**src/rtl/down_count_timer.sv**
```systemverilog
// Loadable N-bit down-counter with one-cycle terminal-count pulse and
// optional auto-reload for periodic tick generation.
module down_count_timer #(
  parameter int N = 3
) (
  input  logic         clk,
  input  logic         rst,
  input  logic         clr,
  input  logic         load,
  input  logic [N-1:0] load_val,
  input  logic         en,
  input  logic         auto_reload,
  output logic [N-1:0] count_out,
  output logic         busy,
  output logic         done
);

  localparam logic [0:0] ST_IDLE = 1'b0;
  localparam logic [0:0] ST_RUN  = 1'b1;

  logic [0:0]   state_q,  state_d;
  logic [N-1:0] count_q,  count_d;
  logic [N-1:0] reload_q, reload_d;
  logic         done_q,   done_d;

  logic         at_zero;
  assign at_zero = (count_q == '0);

  always_comb begin
    state_d  = state_q;
    count_d  = count_q;
    reload_d = reload_q;
    done_d   = 1'b0;

    if (clr) begin
      state_d = ST_IDLE;
      count_d = '0;
    end else if (load) begin
      // A load from any state restarts the count and wins over terminal count.
      state_d  = ST_RUN;
      count_d  = load_val;
      reload_d = load_val;
    end else if ((state_q == ST_RUN) && en) begin
      if (at_zero) begin
        done_d = 1'b1;
        if (auto_reload) begin
          count_d = reload_q;
        end else begin
          state_d = ST_IDLE;
        end
      end else begin
        count_d = count_q - 1'b1;
      end
    end
  end

  always_ff @(posedge clk or posedge rst) begin
    if (rst) begin
      state_q  <= ST_IDLE;
      count_q  <= '0;
      reload_q <= '1;
      done_q   <= 1'b0;
    end else begin
      state_q  <= state_d;
      count_q  <= count_d;
      reload_q <= reload_d;
      done_q   <= done_d;
    end
  end

  assign count_out = count_q;
  assign busy      = (state_q == ST_RUN);
  assign done      = done_q;

endmodule

```
**config.mk**
```make
export PLATFORM = sky130hd
export DESIGN_NAME = down_count_timer
export DESIGN_NICKNAME = d
export VERILOG_FILES = /design/src/rtl/down_count_timer.sv
export SDC_FILE = /design/constraint.sdc
export NUM_CORES = 1
export LEC_CHECK = 0
export ABC_AREA = 1
export CAP_MARGIN = 25
export CORE_AREA = 2 2 39 41
export CTS_CLUSTER_DIAMETER = 80
export DETAILED_ROUTE_END_ITERATION = 7
export DIE_AREA = 0 0 41 43
export GPL_TIMING_DRIVEN = 1
export SLEW_MARGIN = 20
export SYNTH_ARGS = -nofsm -noshare
export SYNTH_HDL_FRONTEND = slang
export SYNTH_SLANG_ARGS = --single-unit
```
**constraint.sdc**
```tcl
create_clock -name clk -period 1.5 [get_ports clk]
set_input_delay 0.375 -clock clk [delete_from_list [all_inputs] [get_ports clk]]
set_output_delay 0.375 -clock clk [all_outputs]
set_load 0.005 [all_outputs]
```
### Yosys cells after proc, flatten, opt, wreduce, memory -nomap -nowiden

Cells that the tools add are included.

* register bits after elaboration: 8
* output and inout port bits: 5
* logic and storage cells: 29

* add/sub/neg operators: 1
* eq/ne operators: 2
* mux-type cells: 14
* bitwise logic cells: 1
* reduce and logical (&&, ||, !) cells: 7

Operator list (number)
* 3-bit 2-to-1 mux: 5
* 1-bit 2-to-1 mux: 9
* 3-bit nonzero test: 2
* 4-bit inequality test, second input constant: 1
* 2-bit AND reduction: 2
* 3-bit logical NOT: 1
* 3-bit inequality test, second input constant: 1
* 3-bit AND reduction: 1
* 3-bit by 1-bit subtractor with 3-bit output, second input constant: 1
* 1-bit logical AND: 1
* 1-bit inverter: 1

### Logic depth before layout (Yosys ltp)

Gate-level depths: netlist of run 1.

* depth after elaboration: 5
* gate-level depth with buffers: 9
* mapped depth without buffers: 9

### Least setup slack after synthesis of run 1

Ideal clock, no wire load.

* kind: flip-flop to flip-flop
* start: register count_q[0], in the netlist count_out[0]
* end: register count_q[2], in the netlist count_out[2]
* setup time: 0.117 ns
* arrival: 1.084 ns
* required time: 1.383 ns
* slack: 0.299 ns
* stages on the path, launching flop included: 10
* clock period less this slack: 1.201 ns
* cell sequence: dfrtp_1 inv_1 ha_1 inv_1 nor2_2 nand2_1 nand2_1 nor2_1 nor2_1 nor2_1

* cells in the longest elaborated chain, start to end: 5
* elaborated cells on any way between the ends: 8
* classes of those cells: add/sub: 1; eq/ne: 1; mux: 4; reduce/logical: 2

RTL lines
* from (decl): line 22 `logic [N-1:0] count_q, count_d;`
* from (signal assigned): line 65 `count_q <= count_d;`
* 3-bit by 1-bit subtractor with 3-bit output / 3-bit logical NOT (equally long branches): line 52, 27
* 3-bit 2-to-1 mux: line 44 `if (at_zero) begin`
* 3-bit 2-to-1 mux: line 43 `end else if ((state_q == ST_RUN) && en) begin`
* 3-bit 2-to-1 mux: line 38 `end else if (load) begin`
* 3-bit 2-to-1 mux: line 35 `if (clr) begin`

Several ways; a longest one is shown, not always the timed one. The select of a mux whose other input is x is not followed.
A chain may end at the register's enable or synchronous reset.

### Final worst setup path of run 1

* start: register done_q, in the netlist done
* end: output done

RTL lines
* from (decl): line 24 `logic done_q, done_d;`
* from (signal assigned): line 67 `done_q <= done_d;`
* to (decl): line 15 `output logic done`

No word-level cell between the ends.

==> results.json, run 1 <==
{
  "totalWireLength_um": 1160,
  "die_area_mm2": 0.00176,
  "hold_viol_final": 0,
  "path_class": "reg2out",
  "synth_compound_area_share_pct": 5.87,
  "num_io_pins": 14,
  "syn_area_per_cell_um2": 7.43,
  "synth-main-ff-cell": "dfrtp_1",
  "synthMuxAreaShare_pct": 0,
  "synth_top_family_by_area": "simple AND/OR/NAND/NOR gates",
  "grt_pass1_wl_um": 1870,
  "max_freq_mhz": 682,
  "cp_slowest_stage_delay_ps": 500,
  "rows": 14,
  "ir_drop_v": 0.000421,
  "synth-seq-area-share_pct": 41.6,
  "fin_crit_sh_pct": 97.7,
  "io_buffers": 13,
  "synth_edf_count": 0,
  "r2r_slack_ps": 90,
  "antennaDiodeCount": 0,
  "min_period_ps": 1470,
  "numClockSinks": 8,
  "yosysTopAreaCellShare_pct": 25.5,
  "grt_pass1_vias": 417,
  "ant_nets": 0,
  "antenna_found_initial": 0,
  "cts_made_buffers": 3,
  "wire_per_inst_um": 11.3,
  "drv_cap": 0,
  "crit_family": "buffers and inverters",
  "drtIter0Drc": 11,
  "drc": 0,
  "cts_tree": "yes",
  "fin_ws_ps": 33.8,
  "worstRegToRegCells": 8,
  "required_ps": 1120,
  "drive_gt1_share_pct": 23.0,
  "relSlewSlack_pct": 78.3,
  "cp_slowest_cell": "clkdlybuf4s50_1",
  "dpl_worst_slack_ps": -14.7,
  "vias": 465,
  "startpoint_type": "flip-flop",
  "grt_overflow_total": 0,
  "most-common-layout-cells": "nand2_1 (19), inv_1 (11), clkdlybuf4s50_1 (9)",
  "final_net_count": 99,
  "r2r-end": "count_out[2]",
  "final_common_cell": "nand2_1",
  "core_mm2": 0.00138,
  "worstPathArrival_ps": 1090,
  "synth_xor_area_share_pct": 0,
  "ys_top_cells_by_area": "dfrtp_1 (26%), dfstp_2 (16%), nand2_1 (15%), inv_1 (8.4%), nand3_1 (6.1%)",
  "clk_pin_slew_ps": 70,
  "r2r-start": "count_out[0]",
  "synth_nets": 77,
  "ctsHoldBuffers": 0,
  "syn_area_um2": 490,
  "netlist.top_cell.by_area": "dfrtp_1",
  "power_density_mw_per_mm2": 971,
  "firstDrtPassIters": 4,
  "die_y_um": 43,
  "worstSetupStartpoint": "done",
  "power_mw": 0.694,
  "synthSimpleGateAreaFrac_pct": 38.3,
  "end_kind": "output port",
  "ys_seq_elements": 8,
  "clock_path_buffers": 2,
  "cts_root_buf": "clkbuf_4",
  "ys_async_sr_fraction_pct": 100,
  "yosys.cell_types.count": 16,
  "cts-htree-levels": 1,
  "path_buf_inv": 1,
  "crit_fanout": 1,
  "cp_cell_sequence": "clkdlybuf4s50_1",
  "initial_core_util_pct": 35.4,
  "worstMarginPinSlew_ps": 325,
  "yosys_warnings": 0,
  "die_w_um": 41,
  "status": "completed",
  "fin_skew_ps": 11.9,
  "p_leak_nw": 0.385,
  "synth_cells": 66,
  "grt.total_usage_pct": 15.6,
  "clk_latency_ps": 270,
  "n_fill_cell": 148,
  "place_congestion": 0.807,
  "hold_path_class": "in2async",
  "slew_violations": 0,
  "hpwl_um": 881,
  "viasPerCell": 4.51,
  "synthAdderAreaFrac_pct": 5.10,
  "grt_max_degree": 9,
  "setup_viol": 0,
  "area_growth_pct": 45.7
}
[sequential cells by signal, indices dropped and copies added (netlist names)]
signal / count
done: 1
reload_q: 3
busy: 1
count_out: 3
[area by class of cell]
class                   instances  area (um^2)  area share (%)
inverters                      12         45.0            6.30
clock buffers                   4         26.3            3.68
flip-flops and latches          8          204            28.5
repair buffers                 17          163            22.8
multi-input cells              46          256            35.9
well taps                      16         20.0            2.80
[cell usage after synthesis (2+ instances only)]
cell type / n
nor2_1: 6
ha_1: 2
nand2_1: 19
inv_1: 11
dfstp_2: 3
nand2_2: 3
nand3_1: 6
dfrtp_1: 5
nor2_4: 2
o21ai_0: 3
[how the worst max path moves through the flow]
stage | to | cells after the start | slack (ps)
final | done | 1 | 30
after global routing | count_out[2] | 8 | -10
after CTS | count_out[2] | 1 | 0.8
after detailed placement | count_out[2] | 7 | -10
after global placement | count_out[2] | 6 | -4
after floorplan | count_out[2] | 9 | 300
[metal layers]
layer  share of wire, %  up-vias  GRT usage, %
met2                 46       10          21.3
met5                  0        -             0
li1                   -      243             -
met4               0.69        0          4.00
met3                5.6        2          6.28
met1                 48      210          22.4
[stage by stage]
stage               hold slack, ps  setup TNS, ps  cell area (um^2)  utilization [%]  instances
detailed placement             495          -29.0               656             47.4         97
global placement               508          -3.75               656             47.4         97
global route                   418          -13.9               714             51.6        103
finish                         353              0               714             51.6        103
floorplan                      189              0               490                -         66
CTS                            370              0               694             50.2        103
[timing repair]
item	in CTS	in global routing
endpoints found under the setup margin	3	5
pin swaps	0	0
buffers inserted	2	0
gates resized for setup	2	5
[cells by family after synthesis]
logic type,Yosys count
and+or+nand+nor,39
DFF,8
adders and majority gates,2
buffers and inverters,12
AOI/OAI and AO/OA,5
[report_power, final]
group	switching (mW)	internal [mW]	total [mW]
registers	0.0113	0.249	0.260
clock network	0.0925	0.103	0.195
logic	0.130	0.108	0.239
total	0.234	0.460	0.694
No activity file was read; power rests on OpenSTA's default activity.
==> run 2: changes to the inputs <==
--- a/config.mk
+++ b/config.mk
@@ -12,6 +12,7 @@
 export DETAILED_ROUTE_END_ITERATION = 7
 export DIE_AREA = 0 0 41 43
 export GPL_TIMING_DRIVEN = 1
+export MAX_ROUTING_LAYER = met4
 export SLEW_MARGIN = 20
 export SYNTH_ARGS = -nofsm -noshare
 export SYNTH_HDL_FRONTEND = slang
==> results of run 2 <==
The final DEF is identical to that of run 1; final timing and power are the same.
Among the figures that moved: final weighted congestion in routability-driven placement 0.807 -> 0.819; overall routing resource usage 15.6% -> 16.0%
==> run 3: changes to the inputs <==
--- a/config.mk
+++ b/config.mk
@@ -12,6 +12,7 @@
 export DETAILED_ROUTE_END_ITERATION = 7
 export DIE_AREA = 0 0 41 43
 export GPL_TIMING_DRIVEN = 1
+export HOLD_SLACK_MARGIN = 0.1
 export MAX_ROUTING_LAYER = met4
 export SLEW_MARGIN = 20
 export SYNTH_ARGS = -nofsm -noshare
==> results of run 3 <==
The final DEF is identical to that of run 1; final timing and power are the same.
Among the figures that moved: final weighted congestion in routability-driven placement 0.807 -> 0.819; overall routing resource usage 15.6% -> 16.0%
==> edit 1, RTL diff (settings of run 1) <==
`N`: 3 -> 5.
--- a/src/rtl/down_count_timer.sv
+++ b/src/rtl/down_count_timer.sv
@@ -3,3 +3,3 @@
 module down_count_timer #(
-  parameter int N = 3
+  parameter int N = 5
 ) (
Ports: changed (resized count_out and load_val); port bits go from 14 to 18. No check against the original RTL was run, so the function may have changed too.
==> edit 1 against run 1 <==
Cell area increased by 43%; sequential cell count increased by 4; via count increased by 43%; routed wire length increased by 37%; critical path depth increased by 7; power increased by 45%; largest cell class unchanged; count of clock-buffer cells in the layout unchanged; critical path type is now reg2reg; synthesized cell count increased by 33%; area after synthesis increased by 43%; combinational power increased by 65%; setup slack improved by 0.065 ns; core utilization increased by 22 points.
==> edit 1: results (changes against run 1) <==
metric	value	unit	change
Logic power comb	0.395	mW	was 0.239 mW
Yosys warnings	0		unchanged
CP Max Fanout	3		was 1
post-synthesis compound-gate area fraction	11.59	%	was 5.867%
pre-CTS worst setup slack	-0.1359	ns	was -0.01475 ns
fraction of final layout cells with drive strength greater than 1	25.62	%	was 22.99%
grt met2 use	35.63	%	was 21.25%
RePlAce Congestion	0.7942		was 0.8073
Cell Int Power	0.6786	mW	was 0.4596 mW
vias in the first global route	680		was 417
ant diodes	0		unchanged
WL met3	44	µm	was 65 µm
total track usage	22.43	%	was 15.61%
top cells by area, synth	dfrtp_1 (25%), dfstp_2 (19%), nand2_1 (14%), inv_1 (7.5%), o21ai_0 (5.0%)		was dfrtp_1 (26%), dfstp_2 (16%), nand2_1 (15%), inv_1 (8.4%), nand3_1 (6.1%)
initial DRC count	9		was 11
wire per inst	11.66	µm	was 11.30 µm
wire length on met2	788	µm	was 533 µm
Lkg Pwr	0.5427	nW	was 0.3848 nW
r2r setup slk	0.1	ns	
CP delay by family, top	flip-flops		was buffers and inverters
Seq/Total Area, Yosys	43.67	%	was 41.58%
Mapped Nets	100		was 77
setup bufs post-CTS	3		was 2
Worst Tran Pin Value	0.4647	ns	was 0.3255 ns
met1 Use GR	29.73	%	was 22.40%
Post-synth top cells	nand2_1 (27), inv_1 (14), dfrtp_1 (7), o21ai_0 (7), nand3_1 (6)		was nand2_1 (19), inv_1 (11), nand3_1 (6), nor2_1 (6), dfrtp_1 (5)
largest net degree at the start of global routing	13		was 9
Min Hold Slack	0.4150	ns	was 0.3531 ns
first-pass GRT wire length	2718	µm	was 1869 µm
CP arrival	1.60	ns	was 1.09 ns
Largest stage delay, worst path	0.41	ns	was 0.50 ns
wl on met1	748	µm	was 557 µm
Pwr Density	987.4	nW/µm²	was 971.0 nW/µm²
number of distinct library cells after synthesis	20		was 16
vias	665		was 465
CP max stage cell	dfrtp_1		was clkdlybuf4s50_1
Resize count post-CTS	6		was 2
outcome	complete, no violations		unchanged
clock network power share	20.5	%	was 28.1%
XOR/XNOR Fraction of Synth Area	1.248	%	was 0%
Worst Skew	0.0004801	ns	was 0.01194 ns
DP HPWL	1246	µm	was 880.8 µm
Adder-Cell Fraction of Synth Area	1.783	%	was 5.102%
final net count	134		was 99
worst reg2reg startpoint	count_out[1]		was count_out[0]
Avg Cell Area, Syn	7.976	µm²	was 7.431 µm²
non-filler cells, final	137		was 103
fillcell total	103		was 148
Post-Place Cell Area	959.7	µm²	was 655.6 µm²
met3 usage	3.141	%	was 6.283%
I/O Buffers	17		was 13
Hold Crit Class	in2async		unchanged
## edit 1: how the worst max path moves through the flow
stage / from / end / slack, ns / depth (start not counted)
2_1_floorplan: count_out[0] / count_out[0] / 0.05 / 7
3_5_place_dp: load / count_out[2] / -0.14 / 7
6_report: count_out[1] / count_out[2] / 0.1 / 8
3_3_place_gp: load / count_out[2] / -0.08 / 7
4_1_cts: count_out[1] / count_out[2] / 0.01 / 8
5_1_grt: count_out[1] / count_out[2] / 0.02 / 8
## edit 1: logic make-up after synthesis
kind of cell,Yosys count
and+or+nand+nor,48
buffers and inverters,14
AOI/OAI and AO/OA,12
DFF,12
xor gates and xnor gates,1
adders and majority gates,1
## edit 1: area by class of cell
type | count | area, µm² | share of cell area (%)
clock buffer | 4 | 26.28 | 2.574
inverter | 14 | 52.55 | 5.147
multi-input combinational | 62 | 355.3 | 34.80
sequential | 12 | 307.8 | 30.15
tap | 16 | 20.02 | 1.961
timing repair buffer | 29 | 259.0 | 25.37
==> edit 2, RTL diff (settings of run 1) <==
Without the edit above. Put one more register stage on the output `count_out`. The value now appears one clock later. The other outputs are not delayed to match.
--- a/src/rtl/down_count_timer.sv
+++ b/src/rtl/down_count_timer.sv
@@ -70,3 +70,5 @@
 
-  assign count_out = count_q;
+  always_ff @(posedge clk) begin
+    count_out <= count_q;
+  end
   assign busy      = (state_q == ST_RUN);
Behaviour: not the same (Yosys sat finds a counterexample within 4 cycles, from zero or initial values and one cycle with rst high).
==> edit 2 against run 1 <==
Setup slack better by 0.0098 ns; critical path type unchanged; global-route usage fell by 0.57 points; cell area is 5.8% higher; via count is 6.9% higher; die area is the same; routed wire length shrank 8.2%; sequential cell count rose by 3; fmax up 0.67%; power is 12% higher; cell count is 5.8% higher; first-iteration DRC count shrank 36%; area after synthesis increased by 11%.
==> edit 2: results (changes against run 1) <==
metric	value	unit	change
wl on met1	506	µm	was 557 µm
Seq. pwr	0.365	mW	was 0.260 mW
R2R depth	9		was 8
ys async rst share	72.73	%	was 100.0%
grt met2 use	21.88	%	was 21.25%
vias in the first global route	415		was 417
r2r setup slk	0.17	ns	was 0.09 ns
drt first pass iters	4		unchanged
Final WS setup	0.04362	ns	was 0.03380 ns
wire per inst	9.798	µm	was 11.30 µm
WL met3	38	µm	was 65 µm
net switching power	0.2295	mW	was 0.2341 mW
total track usage	15.04	%	was 15.61%
fraction of final layout cells with drive strength greater than 1	19.35	%	was 22.99%
RePlAce Congestion	0.8030		was 0.8073
Mapped Nets	83		was 77
Post-synth top cells	nand2_1 (25), inv_1 (11), nand3_1 (8)		was nand2_1 (19), inv_1 (11), nand3_1 (6), nor2_1 (6), dfrtp_1 (5)
Worst IR Drop VDD	0.4587	mV	was 0.4206 mV
wire length on met2	500	µm	was 533 µm
top cells by area, synth	dfrtp_1 (23%), nand2_1 (17%), dfstp_2 (14%), dfxtp_1 (11%), inv_1 (7.6%)		was dfrtp_1 (26%), dfstp_2 (16%), nand2_1 (15%), inv_1 (8.4%), nand3_1 (6.1%)
DP HPWL	845.5	µm	was 880.8 µm
Worst Tran Pin Value	0.3293	ns	was 0.3255 ns
Resize count post-CTS	1		was 2
worst reg2reg startpoint	count_q[0]		was count_out[0]
Logic power comb	0.217	mW	was 0.239 mW
Post-Place Cell Area	718.2	µm²	was 655.6 µm²
r2r endpoint	count_q[2]		was count_out[2]
Pwr Density	1031	nW/µm²	was 971.0 nW/µm²
non-filler cells, final	109		was 103
outcome	complete, no violations		unchanged
Avg Cell Area, Syn	7.577	µm²	was 7.431 µm²
met3 usage	4.712	%	was 6.283%
Worst Skew	0.003915	ns	was 0.01194 ns
[edit 2: changes by cell type in the layout (fill, tap and decap cells not counted), sizes merged]
cell	before	now
nand2	22	27
nor2	9	4
clkdlybuf4s50	9	12
dfxtp	0	3
dlymetal6s2s	2	0
inv	12	14
clkinv	0	1
dlygate4sd2	2	1
nand3	7	8
o21ai	4	3
[edit 2: cell type report]
| cell class | count | area (µm²) |
|---|---|---|
| Sequential cell | 11 | 264.0 |
| Clock buffer | 4 | 26.28 |
| Multi-Input combinational cell | 46 | 230.2 |
| Timing Repair Buffer | 17 | 158.9 |
| Tap cell | 16 | 20.02 |
| Inverter | 15 | 56.30 |
| Fill cell | 144 | 628.1 |
[edit 2: cells by family (layout without fill, tap and decap cells)]
logic type	count (synthesis)	in the layout	share of synthesized area [%]
simple gates	40	40	33.03
buf+inv	15	36	10.32
flops	11	11	48.40
compound gates	4	4	3.668
fa+ha+maj	2	2	4.586
